`config.mk`:
```
export PLATFORM = sky130hd
export DESIGN_NAME = instruction_decoder_sequencer
export DESIGN_NICKNAME = d
export VERILOG_FILES = /design/src/rtl/cu_ctrl_pkg.sv /design/src/rtl/instr_decode.sv /design/src/rtl/instruction_decoder_sequencer.sv
export SDC_FILE = /design/constraint.sdc
export NUM_CORES = 1
export LEC_CHECK = 0
export ABC_AREA = 0
export CAP_MARGIN = 20
export CORE_MARGIN = 1.5
export CORE_UTILIZATION = 49
export CTS_CLUSTER_DIAMETER = 200
export DETAILED_ROUTE_END_ITERATION = 10
export HOLD_SLACK_MARGIN = 0.05
export PLACE_DENSITY = 0.95
export SLEW_MARGIN = 20
export SYNTH_ARGS = -nofsm -noshare
export SYNTH_HDL_FRONTEND = slang
export SYNTH_SLANG_ARGS = --single-unit
```
`constraint.sdc`:
```
create_clock -name clk -period 2.5 [get_ports clk]
set_input_delay 0.25 -clock clk [delete_from_list [all_inputs] [get_ports clk]]
set_output_delay 0.25 -clock clk [all_outputs]
set_load 0.1 [all_outputs]
```
`src/rtl/cu_ctrl_pkg.sv`:
```
// Shared encodings for the CU control path: opcodes, data-bus source codes,
// write-enable bit positions and the sequencer FSM states.
package cu_ctrl_pkg;

    localparam logic [7:0] NOP = 8'h80;

    // Opcode prefixes, compared against the top bits of ir.
    localparam logic       OP_LDI  = 1'b0;
    localparam logic [1:0] OP_MOVE = 2'b10;
    localparam logic [2:0] OP_ALU  = 3'b110;
    localparam logic [3:0] OP_JMP  = 4'b1110;
    localparam logic [3:0] OP_JNZ  = 4'b1111;

    localparam logic [3:0] SRC_X0    = 4'd0;
    localparam logic [3:0] SRC_X1    = 4'd1;
    localparam logic [3:0] SRC_Y0    = 4'd2;
    localparam logic [3:0] SRC_Y1    = 4'd3;
    localparam logic [3:0] SRC_R     = 4'd4;
    localparam logic [3:0] SRC_M     = 4'd5;
    localparam logic [3:0] SRC_I     = 4'd6;
    localparam logic [3:0] SRC_DM    = 4'd7;
    localparam logic [3:0] SRC_PM    = 4'd8;
    localparam logic [3:0] SRC_IPINS = 4'd9;
    localparam logic [3:0] SRC_ZERO  = 4'd10;

    localparam int RE_X0   = 0;
    localparam int RE_X1   = 1;
    localparam int RE_Y0   = 2;
    localparam int RE_Y1   = 3;
    localparam int RE_R    = 4;
    localparam int RE_M    = 5;
    localparam int RE_I    = 6;
    localparam int RE_DM   = 7;
    localparam int RE_OREG = 8;

    // Register codes that carry side effects on the index register.
    localparam logic [2:0] CODE_I  = 3'd6;
    localparam logic [2:0] CODE_DM = 3'd7;

    typedef enum logic [1:0] {
        S_RESET = 2'd0,
        S_FILL  = 2'd1,
        S_RUN   = 2'd2,
        S_FLUSH = 2'd3
    } seq_state_e;

    // Destination code 4 addresses o_reg; the r register is only written by the ALU.
    function automatic logic [8:0] dst_to_reg_en(input logic [2:0] dst);
        logic [8:0] en;
        en = '0;
        case (dst)
            3'd0:    en[RE_X0]   = 1'b1;
            3'd1:    en[RE_X1]   = 1'b1;
            3'd2:    en[RE_Y0]   = 1'b1;
            3'd3:    en[RE_Y1]   = 1'b1;
            3'd4:    en[RE_OREG] = 1'b1;
            3'd5:    en[RE_M]    = 1'b1;
            3'd6:    en[RE_I]    = 1'b1;
            default: en[RE_DM]   = 1'b1;
        endcase
        return en;
    endfunction

endpackage

```
`src/rtl/instr_decode.sv`:
```
// Combinational decode of the instruction register into the CU control bundle
// plus jump indications for the sequencer.
module instr_decode
    import cu_ctrl_pkg::*;
(
    input  logic [7:0] ir_i,
    output logic [3:0] source_sel_o,
    output logic [8:0] reg_en_o,
    output logic       i_sel_o,
    output logic       x_sel_o,
    output logic       y_sel_o,
    output logic       is_jmp_o,
    output logic       is_jnz_o
);

    logic [2:0] dst;
    logic [2:0] src;

    always_comb begin
        source_sel_o = SRC_ZERO;
        reg_en_o     = '0;
        i_sel_o      = 1'b0;
        x_sel_o      = 1'b0;
        y_sel_o      = 1'b0;
        is_jmp_o     = 1'b0;
        is_jnz_o     = 1'b0;
        dst          = 3'd0;
        src          = 3'd0;

        if (ir_i[7] == OP_LDI) begin
            dst          = ir_i[6:4];
            source_sel_o = SRC_PM;
            reg_en_o     = dst_to_reg_en(dst);
            if (dst == CODE_DM) begin
                reg_en_o[RE_I] = 1'b1;
                i_sel_o        = 1'b1;
            end
        end else if (ir_i[7:6] == OP_MOVE) begin
            dst = ir_i[5:3];
            src = ir_i[2:0];
            // A move onto itself (including 8'h80) does nothing at all.
            if (dst != src) begin
                source_sel_o = {1'b0, src};
                reg_en_o     = dst_to_reg_en(dst);
                if (dst == CODE_DM || src == CODE_DM) begin
                    reg_en_o[RE_I] = 1'b1;
                    i_sel_o        = (dst != CODE_I);
                end
            end
        end else if (ir_i[7:5] == OP_ALU) begin
            x_sel_o        = ir_i[4];
            y_sel_o        = ir_i[3];
            reg_en_o[RE_R] = 1'b1;
        end else if (ir_i[7:4] == OP_JMP) begin
            is_jmp_o = 1'b1;
        end else begin
            is_jnz_o = 1'b1;
        end
    end

endmodule

```
`src/rtl/instruction_decoder_sequencer.sv`:
```
// Fetch/execute sequencer for the 4-bit CU: pc, instruction register and FSM.
// Optional macro SEQ_HOLD_EN adds a hold input that freezes execution.
module instruction_decoder_sequencer
    import cu_ctrl_pkg::*;
#(
    parameter int PC_WIDTH     = 8,
    parameter int RESET_VECTOR = 0
) (
    input  logic                clk,
    input  logic                reset_n,
`ifdef SEQ_HOLD_EN
    input  logic                hold,
`endif
    input  logic [7:0]          pm_data,
    input  logic                r_eq_0,
    output logic [PC_WIDTH-1:0] pm_address,
    output logic [7:0]          ir,
    output logic                sync_reset,
    output logic [3:0]          source_sel,
    output logic [8:0]          reg_en,
    output logic                i_sel,
    output logic                x_sel,
    output logic                y_sel,
    output logic [3:0]          ir_nibble
);

    localparam logic [PC_WIDTH-1:0] PC_RST = PC_WIDTH'(RESET_VECTOR);

    seq_state_e          state_q, state_d;
    logic [PC_WIDTH-1:0] pc_q, pc_d;
    logic [PC_WIDTH-1:0] ir_addr_q, ir_addr_d;
    logic [7:0]          ir_q, ir_d;

    logic                hold_w;
    logic [8:0]          dec_reg_en;
    logic                dec_is_jmp;
    logic                dec_is_jnz;
    logic                take_jump;
    logic [PC_WIDTH-1:0] jump_target;

`ifdef SEQ_HOLD_EN
    assign hold_w = hold;
`else
    assign hold_w = 1'b0;
`endif

    instr_decode u_decode (
        .ir_i         (ir_q),
        .source_sel_o (source_sel),
        .reg_en_o     (dec_reg_en),
        .i_sel_o      (i_sel),
        .x_sel_o      (x_sel),
        .y_sel_o      (y_sel),
        .is_jmp_o     (dec_is_jmp),
        .is_jnz_o     (dec_is_jnz)
    );

    // Target page comes from the jump's own address, so a jump in slot 15 stays in its page.
    assign jump_target = {ir_addr_q[PC_WIDTH-1:4], ir_q[3:0]};
    assign take_jump   = dec_is_jmp | (dec_is_jnz & ~r_eq_0);

    always_ff @(posedge clk or negedge reset_n) begin
        if (!reset_n) begin
            state_q   <= S_RESET;
            pc_q      <= PC_RST;
            ir_addr_q <= PC_RST;
            ir_q      <= NOP;
        end else begin
            state_q   <= state_d;
            pc_q      <= pc_d;
            ir_addr_q <= ir_addr_d;
            ir_q      <= ir_d;
        end
    end

    always_comb begin
        state_d   = state_q;
        pc_d      = pc_q;
        ir_addr_d = ir_addr_q;
        ir_d      = ir_q;

        case (state_q)
            S_RESET: begin
                state_d = S_FILL;
            end
            S_FILL, S_FLUSH: begin
                if (!hold_w) begin
                    ir_d      = pm_data;
                    ir_addr_d = pc_q;
                    pc_d      = pc_q + PC_WIDTH'(1);
                    state_d   = S_RUN;
                end
            end
            default: begin
                if (!hold_w) begin
                    ir_addr_d = pc_q;
                    if (take_jump) begin
                        // The word already fetched behind the jump is discarded.
                        ir_d    = NOP;
                        pc_d    = jump_target;
                        state_d = S_FLUSH;
                    end else begin
                        ir_d = pm_data;
                        pc_d = pc_q + PC_WIDTH'(1);
                    end
                end
            end
        endcase
    end

    assign reg_en     = (state_q == S_RESET || hold_w) ? 9'd0 : dec_reg_en;
    assign sync_reset = (state_q == S_RESET);
    assign pm_address = pc_q;
    assign ir         = ir_q;
    assign ir_nibble  = ir_q[3:0];

endmodule

```
==> results.toml, run 1 <==
[power]
p_leak_uw = 0.000912
peakVddDrop_mv = 0.788
fin_total_pwr_uw = 1910
clkPwrFrac_pct = 10.4
p_sw_uw = 1080
power_density_nw_per_um2 = 902
p_seq_share_pct = 30.1
p_sw_share_pct = 56.5
p_comb_share_pct = 59.5
p_int_uw = 834

[sta]
fin_crit_sh_pct = 98.9
fmax_mhz = 404
maxSlewHeadroom_pct = 57.0
timing.final.setup_violations = 0
rsz0062_at_grt = "true"
hold_violations = 0
fin_ws_ns = 0.0272
clock_skew_ns = 0.0142
min_period_ns = 2.47
setup_tns_ns = 0
worstMarginPinSlew_ns = 0.645
drv_slew = 0

[logic_synthesis]
synth.ff_latch_count = 22
yosysMostFrequentCell = "nand2_1"
syn_nets = 182
synth_top_area_cell = "dfrtp_1"
synth.area.top_cells = "dfrtp_1, nand2_1, o21ai_0, mux2i_1, nand3_1"
syn_area_um2 = 1420
synth_edf_count = 0
synth_common_cells = "nand2_1, dfrtp_1, nor2_1, o21ai_0, nand3_1"
synth_cell_types = 46
seq_area_frac_synth_pct = 39.0
syn_area_per_cell_um2 = 8.32
synth_ff_type = "dfrtp_1"
synth_top_area_share_pct = 37.1
syn_inst = 170
async_flop_share_pct = 100
synth_warnings = 0

[critical_path]
cp.required_ns = 2.25
crit_chain = "xnor2_2, and3_1, or3b_4, o31ai_4, buf_12"
worst_setup_path_end_kind = "output port"
cp-start-kind = "flip-flop"
crit_arrival_ns = 2.22
worst-path-buf-inv = 1
cp_slowest_stage_delay_ns = 0.59
crit_fanout = 18
worstRegToRegCells = 4
cp_slowest_cell = "dfrtp_4"
path_class = "reg2out"
cp_top_family = "simple AND/OR/NAND/NOR gates"
critical_path_depth = 5

[detailed_routing]
drt_iter0_markers = 69
ant_nets = 0
vias_per_cell = 6.01
drc = 0
via_count = 1448
dr.pass1.iters = 4
wl_per_cell_um = 15.7
wl_um = 3770

[place]
dpl.cell_count = 233
dp_hpwl_um = 2770
place.gp.congestion = 0.793
port_buffers = 47
post-place-ws_ns = 0.406

[floorplan]
io_pins = 48
start_util_pct = 51.3
dieArea_um2 = 3220
rows = 19
chipWidth_um = 56.7
die_h_um = 56.7
core_um2 = 2760

[global_route]
antenna_found_initial = 0
overflow = 0
grt_pass1_wl_um = 6030
track_usage_pct = 23.8
grt_pass1_vias = 1270
grt_max_degree = 29

[final_layout]
syn_to_final_growth_pct = 50.0
final_nets = 223
finalNonFillerCells = 241
drive_gt1_share_pct = 33.8
final.fill_count = 195
n_antenna_cell = 0

[run]
cap_viol_max_count = 0

[status]
status = "finished clean"

[clocking]
htreeDepth = 1
insertion_delay_ns = 0.32
numCtsBuffers = 3
cts.clk_slew.worst_paths_ns = 0.13
cts_sinks = 22
cts-root-buf = "clkbuf_4"
clockBufferDepth = 2
cts_tree = "yes"
cts_resized = 0

[worst_hold_path]
hold_path_class = "in2async"
## logic make-up (layout without fill, tap and decap cells)
group | count (synthesis) | in the layout | synth area share [%]
simple gates | 76 | 76 | 26.1
flops | 22 | 22 | 39.0
xor+xnor | 3 | 3 | 1.86
fa+ha+maj | 1 | 1 | 0.884
mux | 6 | 6 | 4.33
buf+inv | 23 | 63 | 8.93
compound gates | 39 | 39 | 18.9
## registers in the layout (all words and copies together) (netlist names)
signal and cells:
ir_addr_q 4, state_q 2, ir 8, pm_address 8
## path summary, 6_finish.rpt
| check | start | end | slack, ns |
|---|---|---|---|
| max in group asynchronous | reset_n | ir[2]$_DFFE_PN0N_ | 1.72 |
| setup / recovery | ir[4]$_DFFE_PN0N_ | reg_en[6] | 0.03 |
| hold reg to reg | ir_addr_q[7]$_DFFE_PN0N_ | ir_addr_q[7]$_DFFE_PN0N_ | 0.48 |
| setup reg to reg | ir[7]$_DFFE_PN1N_ | pm_address[3]$_DFFE_PN0N_ | 0.59 |
| hold / removal | reset_n | ir_addr_q[6]$_DFFE_PN0N_ | 0.40 |
| min in group clk | ir_addr_q[7]$_DFFE_PN0N_ | ir_addr_q[7]$_DFFE_PN0N_ | 0.48 |
## placed cells by master, fill, tap and decap left out, drive strengths merged, types with 2 or more instances in the layout
cell type,n
mux2i,5
clkbuf,4
nand3b,2
dfrtp,21
a21oi,9
nand3,10
or4,4
clkdlybuf4s50,9
and3,4
a31oi,3
nor3,2
nand2,31
o22ai,2
xnor2,3
buf,43
nor2,12
o21ai,12
nand2b,3
inv,6
## per-stage QoR
stage | util, % | area, um2 | hold slack [ns]
detailed placement | 74.6 | 2060 | 0.456
floorplan | - | 1550 | -0.0456
finish | 77.0 | 2120 | 0.400
global route | 77.0 | 2120 | 0.449
CTS | 76.0 | 2090 | 0.475
global placement | 74.6 | 2060 | 0.450
## power by group through the flow
stage                     sequential (uW)  combinational, uW  clock, uW
after floorplan                      1040                419          0
after global placement                576               1110          0
final                                 577               1140        199
after detailed placement              587               1130          0
after global routing                  596               1180        219
after CTS                             577               1140        202
## repair_timing
item | in CTS | in global routing
hold buffers | 0 | 1
endpoints found under the setup margin | 0 | 2
hold endpoints to repair | 0 | 21
buffers inserted | 0 | 3
## area by class of cell
class | count | area (um2) | share of cell area, %
well taps | 31 | 38.8 | 1.83
inverters | 6 | 27.5 | 1.30
repair buffers | 53 | 608 | 28.7
multi-input cells | 125 | 846 | 39.9
clock buffers | 4 | 36.3 | 1.71
flip-flops and latches | 22 | 566 | 26.7
## metal layers
| metal | track usage (%) | part of all wire, % | vias up |
|---|---|---|---|
| met2 | 42.4 | 52 | 71 |
| met4 | 7.97 | 1.7 | 0 |
| met3 | 1.38 | 6.7 | 7 |
| met5 | 0 | 0 | - |
| met1 | 30.6 | 40 | 692 |
| li1 | - | - | 678 |
(Power assumes the default switching activity.)
==> run 2, diff against run 1 <==
ABC_AREA = unset   (was 0)
CELL_PAD_IN_SITES_DETAIL_PLACEMENT = 1   (was unset)
CELL_PAD_IN_SITES_GLOBAL_PLACEMENT = 2   (was unset)
CORE_UTILIZATION = 27   (was 49)
GPL_TIMING_DRIVEN = 0   (was unset)
PLACE_DENSITY = 0.94   (was 0.95)
==> results.toml, run 2 (same netlist as run 1, synthesis figures left out) <==
[status]
status = "finished clean"

[worst_hold_path]
worstHoldPathCells = 2
whs_endpoint = "ir_addr_q[5]$_DFFE_PN0N_"
hold_path_class = "reg2reg"
hp-start = "ir_addr_q[5]$_DFFE_PN0N_"

[critical_path]
worstRegToRegCells = 6
path_class = "reg2out"
crit_top_cell = "buf_12"
cp_slowest_cell = "dfrtp_4"
r2r-start = "ir[7]$_DFFE_PN1N_"
worst-path-buf-inv = 3
r2r_slack_ns = 0.66
crit_arrival_ns = 2.16
crit_chain = "buf_6, xnor2_2, and3_1, or3b_4, buf_12, o31ai_4, buf_12"
cp.required_ns = 2.25
worst_setup_path_end_kind = "output port"
cp_top_family = "simple AND/OR/NAND/NOR gates"
cp_slowest_stage_delay_ns = 0.48
crit_fanout = 8
cp-start-kind = "flip-flop"
r2r-end = "pm_address[7]$_DFFE_PN0N_"

[sta]
min_period_ns = 2.41
hold_violations = 0
maxSlewHeadroom_pct = 34.1
worstMarginPinSlew_ns = 0.985
fmax_mhz = 415
clock_skew_ns = 0.00175
fin_crit_sh_pct = 96.4
drv_slew = 0
rsz0062_at_grt = "false"
timing.final.setup_violations = 0

[clocking]
cts_sinks = 22
cts_tree = "yes"
clockBufferDepth = 2
cts-root-buf = "clkbuf_8"
insertion_delay_ns = 0.26
numCtsBuffers = 3
htreeDepth = 1
cts.clk_slew.worst_paths_ns = 0.08

[detailed_routing]
vias_per_cell = 4.92
dr.pass1.iters = 4
via_count = 1438
wl_per_cell_um = 16.2
ant_nets = 0
drt_iter0_markers = 57
drc = 0
wl_um = 4720

[floorplan]
core_um2 = 5070
io_pins = 48
rows = 26
die_h_um = 75.4
chipWidth_um = 75.4
start_util_pct = 27.9
dieArea_um2 = 5680

[final_layout]
final_util_pct = 41.9
n_antenna_cell = 0
drive_gt1_share_pct = 27.0
syn_to_final_growth_pct = 50.3
final_area_um2 = 2130
final_common_cell = "nand2_1"
final_nets = 235
final_cell_mix = "nand2_1, clkdlybuf4s50_1, dfrtp_1"
finalNonFillerCells = 292

[run]
cap_viol_max_count = 0

[global_route]
grt_max_degree = 23
track_usage_pct = 18.1
antenna_found_initial = 0
grt_pass1_vias = 1496
overflow = 0
grt_pass1_wl_um = 7750

[power]
power_density_nw_per_um2 = 919
p_leak_uw = 0.000899
fin_total_pwr_uw = 1950
peakVddDrop_mv = 0.636

[place]
dp_hpwl_um = 3510
place_area_um2 = 2110
port_buffers = 47
dpl.cell_count = 287
place.gp.congestion = 0.782
run 2: cell count changes in the layout (fill, tap and decap cells not counted), sizes merged:
cell | previous run | this run
clkdlybuf4s50 | 9 | 29
clkbuf | 4 | 17
buf | 43 | 22
run 2: area by class of cell:
cell class | count | area (um2)
clock buffers | 4 | 45.0
multi-input cells | 125 | 852
flip-flops and latches | 22 | 566
inverters | 6 | 27.5
fillers | 631 | 2950
well taps | 70 | 87.6
repair buffers | 48 | 432
plain buffers | 17 | 118
run 2: through the flow:
stage / setup TNS (ns) / hold WS [ns] / setup WS, ns
3_5_place_dp: -6.76 / 0.461 / -0.569
3_3_place_gp: -6.54 / 0.457 / -0.561
5_1_grt: 0 / 0.511 / 0.0156
6_report: 0 / 0.476 / 0.0903
2_1_floorplan: -0.832 / -0.0456 / -0.293
4_1_cts: -0.144 / 0.480 / -0.130
run 2: worst max-delay path by stage:
stage	start	end	slack (ns)	depth (start not counted)
after floorplan	ir[4]$_DFFE_PN0N_	reg_en[1]	-0.29	5
after global placement	ir[7]$_DFFE_PN1N_	reg_en[8]	-0.56	5
after detailed placement	ir[4]$_DFFE_PN0N_	reg_en[6]	-0.57	7
after CTS	ir[4]$_DFFE_PN0N_	source_sel[3]	-0.13	6
after global routing	ir[4]$_DFFE_PN0N_	reg_en[6]	0.02	7
final	ir[4]$_DFFE_PN0N_	reg_en[6]	0.09	7
run 2: layer usage:
metal	vias to the layer above	wire length, um	track usage [%]
met1	700	2110	23.3
met5	-	0	0
met3	8	143	1.06
li1	697	-	-
met4	0	99	6.75
met2	33	2360	32.0
run 2: power breakdown:
part           switching, uW  internal (uW)
logic                    856            297
registers                124            455
clock network            110            114
run 2: worst min-delay path: cells and delay by family (launching register included):
family,cells,cell delay (ns)
and+or+nand+nor,2,0.10
DFF,1,0.35
run 2: repair_timing:
item | in CTS | in global routing
setup buffers | 0 | 0
resized for setup | 76 | 25
hold buffers | 0 | 1
gates cloned | 0 | 0
setup endpoints to repair | 17 | 13
endpoints found under the hold margin | 0 | 21
pin swaps | 0 | 1
==> run 3, diff against run 2 <==
ABC_AREA = 1   (was unset)
CORE_UTILIZATION = 25   (was 27)
PLACE_DENSITY = 0.95   (was 0.94)
==> results.toml, run 3 <==
[worst_hold_path]
hold_path_class = "reg2reg"

[logic_synthesis]
seq_area_frac_synth_pct = 39.2
syn_inst = 213
synth_edf_count = 0
synth_top_area_share_pct = 37.3
async_flop_share_pct = 100
yosysMostFrequentCell = "nand2_1"
syn_area_per_cell_um2 = 6.61
syn_area_um2 = 1410
synth.area.top_cells = "dfrtp_1, nand2_1, nand3_1, nor2_1, inv_1"
syn_nets = 225
synth_cell_types = 24
synth.ff_latch_count = 22
synth_top_area_cell = "dfrtp_1"
synth_common_cells = "nand2_1, nand3_1, dfrtp_1, nor2_1, inv_1"
synth_warnings = 0
synth_ff_type = "dfrtp_1"

[floorplan]
core_um2 = 5470
die_h_um = 78.0
rows = 27
chipWidth_um = 78.0
start_util_pct = 25.7
io_pins = 48
dieArea_um2 = 6090

[detailed_routing]
wl_um = 4580
dr.pass1.iters = 4
ant_nets = 0
wl_per_cell_um = 13.6
drc = 0
drt_iter0_markers = 71
via_count = 1533
vias_per_cell = 4.55

[final_layout]
syn_to_final_growth_pct = 49.8
final.fill_count = 705
final_util_pct = 38.5
n_antenna_cell = 0
final_cell_mix = "nand2_1, clkdlybuf4s50_1, nand3_1"
final_common_cell = "nand2_1"
final_nets = 278
final_area_um2 = 2110
drive_gt1_share_pct = 22.3

[status]
status = "finished clean"

[critical_path]
r2r_slack_ns = 0.96
r2r-end = "ir[4]$_DFFE_PN0N_"
cp_slowest_stage_delay_ns = 0.86
worst_setup_path_end_kind = "output port"
crit_chain = "buf_2, inv_2, nand2_1, nor2_1, dlygate4sd2_1"
crit_arrival_ns = 2.15
crit_fanout = 10
worstRegToRegCells = 7
cp-start-kind = "flip-flop"
r2r-start = "ir[7]$_DFFE_PN1N_"
crit_end = "x_sel"
path_class = "reg2out"
cp.required_ns = 2.25
crit_start = "ir[5]$_DFFE_PN0N_"
cp_slowest_cell = "dlygate4sd2_1"

[clocking]
clockBufferDepth = 2
cts.clk_slew.worst_paths_ns = 0.09
cts_tree = "yes"
numCtsBuffers = 3
insertion_delay_ns = 0.27
htreeDepth = 1
cts-root-buf = "clkbuf_8"
post_cts_buffers = 0
cts_sinks = 22

[sta]
fin_crit_sh_pct = 96.0
rsz0062_at_grt = "false"
fmax_mhz = 417
worstMarginPinSlew_ns = 0.978
maxSlewHeadroom_pct = 34.6
clock_skew_ns = 0.00978
hold_violations = 0
setup_tns_ns = 0
min_period_ns = 2.40
drv_slew = 0
timing.final.setup_violations = 0

[run]
cap_viol_max_count = 0

[place]
dp_hpwl_um = 3410
place.gp.congestion = 0.844
port_buffers = 47
place_area_um2 = 2100

[power]
p_leak_uw = 0.00101
clkPwrFrac_pct = 12.5
peakVddDrop_mv = 0.869
p_comb_share_pct = 59.6
p_seq_share_pct = 27.9
p_sw_uw = 1200
p_int_uw = 894
power_density_nw_per_um2 = 993
p_sw_share_pct = 57.3

[global_route]
antenna_found_initial = 0
grt_pass1_vias = 1581
top_usage_layer = "met2"
grt_max_degree = 23
use_met3_pct = 1.98
overflow = 0
grtUsageMet2_pct = 26.1
grt_use_met1_pct = 22.3
track_usage_pct = 15.9
grt_pass1_wl_um = 7810
==> run 3: cell types whose count changed after synthesis, moves of 5 or more <==
cell	previous run	this run
inv_1	5	20
inv_2	0	7
mux2i_1	5	0
nand2_1	31	75
nand3_1	10	24
nor2_1	12	21
o21ai_0	11	5
o21ai_1	1	11
==> run 3: logic make-up (layout without fill, tap and decap cells) <==
| family | Yosys count | count (layout) | synth area share [%] |
|---|---|---|---|
| fa+ha+maj | 1 | 1 | 0.889 |
| buf+inv | 37 | 89 | 11.2 |
| flops | 22 | 22 | 39.2 |
| xor+xnor | 1 | 1 | 0.622 |
| simple gates | 128 | 128 | 39.3 |
| compound gates | 24 | 24 | 8.80 |
==> run 3: metal layers <==
layer	vias up	wire length, um
met3	2	189
li1	772	-
met1	722	2350
met4	0	16
met5	-	0
met2	37	2020
==> run 3: layout make-up <==
cell class                      instances  area (um2)  area share (%)
Timing Repair Buffer                   48         424            20.1
Multi-Input combinational cell        154         807            38.3
Sequential cell                        22         569            27.0
Buffer                                 10        57.6            2.73
Tap cell                               72        90.1            4.27
Clock buffer                            4        55.1            2.61
Inverter                               27         105            4.99
==> run 3: how the worst min path moves through the flow <==
stage,from,to,slack (ns),cells after the start
after floorplan,reset_n,ir[0]$_DFFE_PN0N_,-0.05,0
after global placement,ir_addr_q[6]$_DFFE_PN0N_,ir_addr_q[6]$_DFFE_PN0N_,0.46,2
after detailed placement,ir_addr_q[4]$_DFFE_PN0N_,ir_addr_q[4]$_DFFE_PN0N_,0.47,2
after CTS,ir_addr_q[4]$_DFFE_PN0N_,ir_addr_q[4]$_DFFE_PN0N_,0.49,2
after global routing,ir_addr_q[4]$_DFFE_PN0N_,ir_addr_q[4]$_DFFE_PN0N_,0.53,2
final,ir_addr_q[4]$_DFFE_PN0N_,ir_addr_q[4]$_DFFE_PN0N_,0.49,2
==> run 3: metrics by stage <==
stage	setup slack (ns)	instances	power, uW	hold slack (ns)
floorplan	-0.118	213	1550	-0.0456
global placement	-0.348	332	1830	0.462
detailed placement	-0.370	332	1850	0.470
CTS	0.0117	336	2110	0.493
global route	0.00123	337	2220	0.528
finish	0.0999	337	2090	0.487
==> run 3: timing repair <==
action,in CTS,in global routing
endpoints found under the setup margin,17,14
resized for setup,49,23
hold buffers,0,1
endpoints found under the hold margin,0,21
==> run 3: critical path, delay by kind of cell, from the launching register on <==
kind,cells,cell delay (ns)
AND/OR/NAND/NOR,2,0.20
flip-flops,1,0.48
buffers and inverters,3,1.21
==> run 3: power by group through the flow <==
stage	combinational, uW	sequential, uW	clock [uW]
finish	1250	584	261
global route	1320	612	284
CTS	1260	585	270
detailed placement	1260	589	0
global placement	1240	589	0
floorplan	467	1080	0
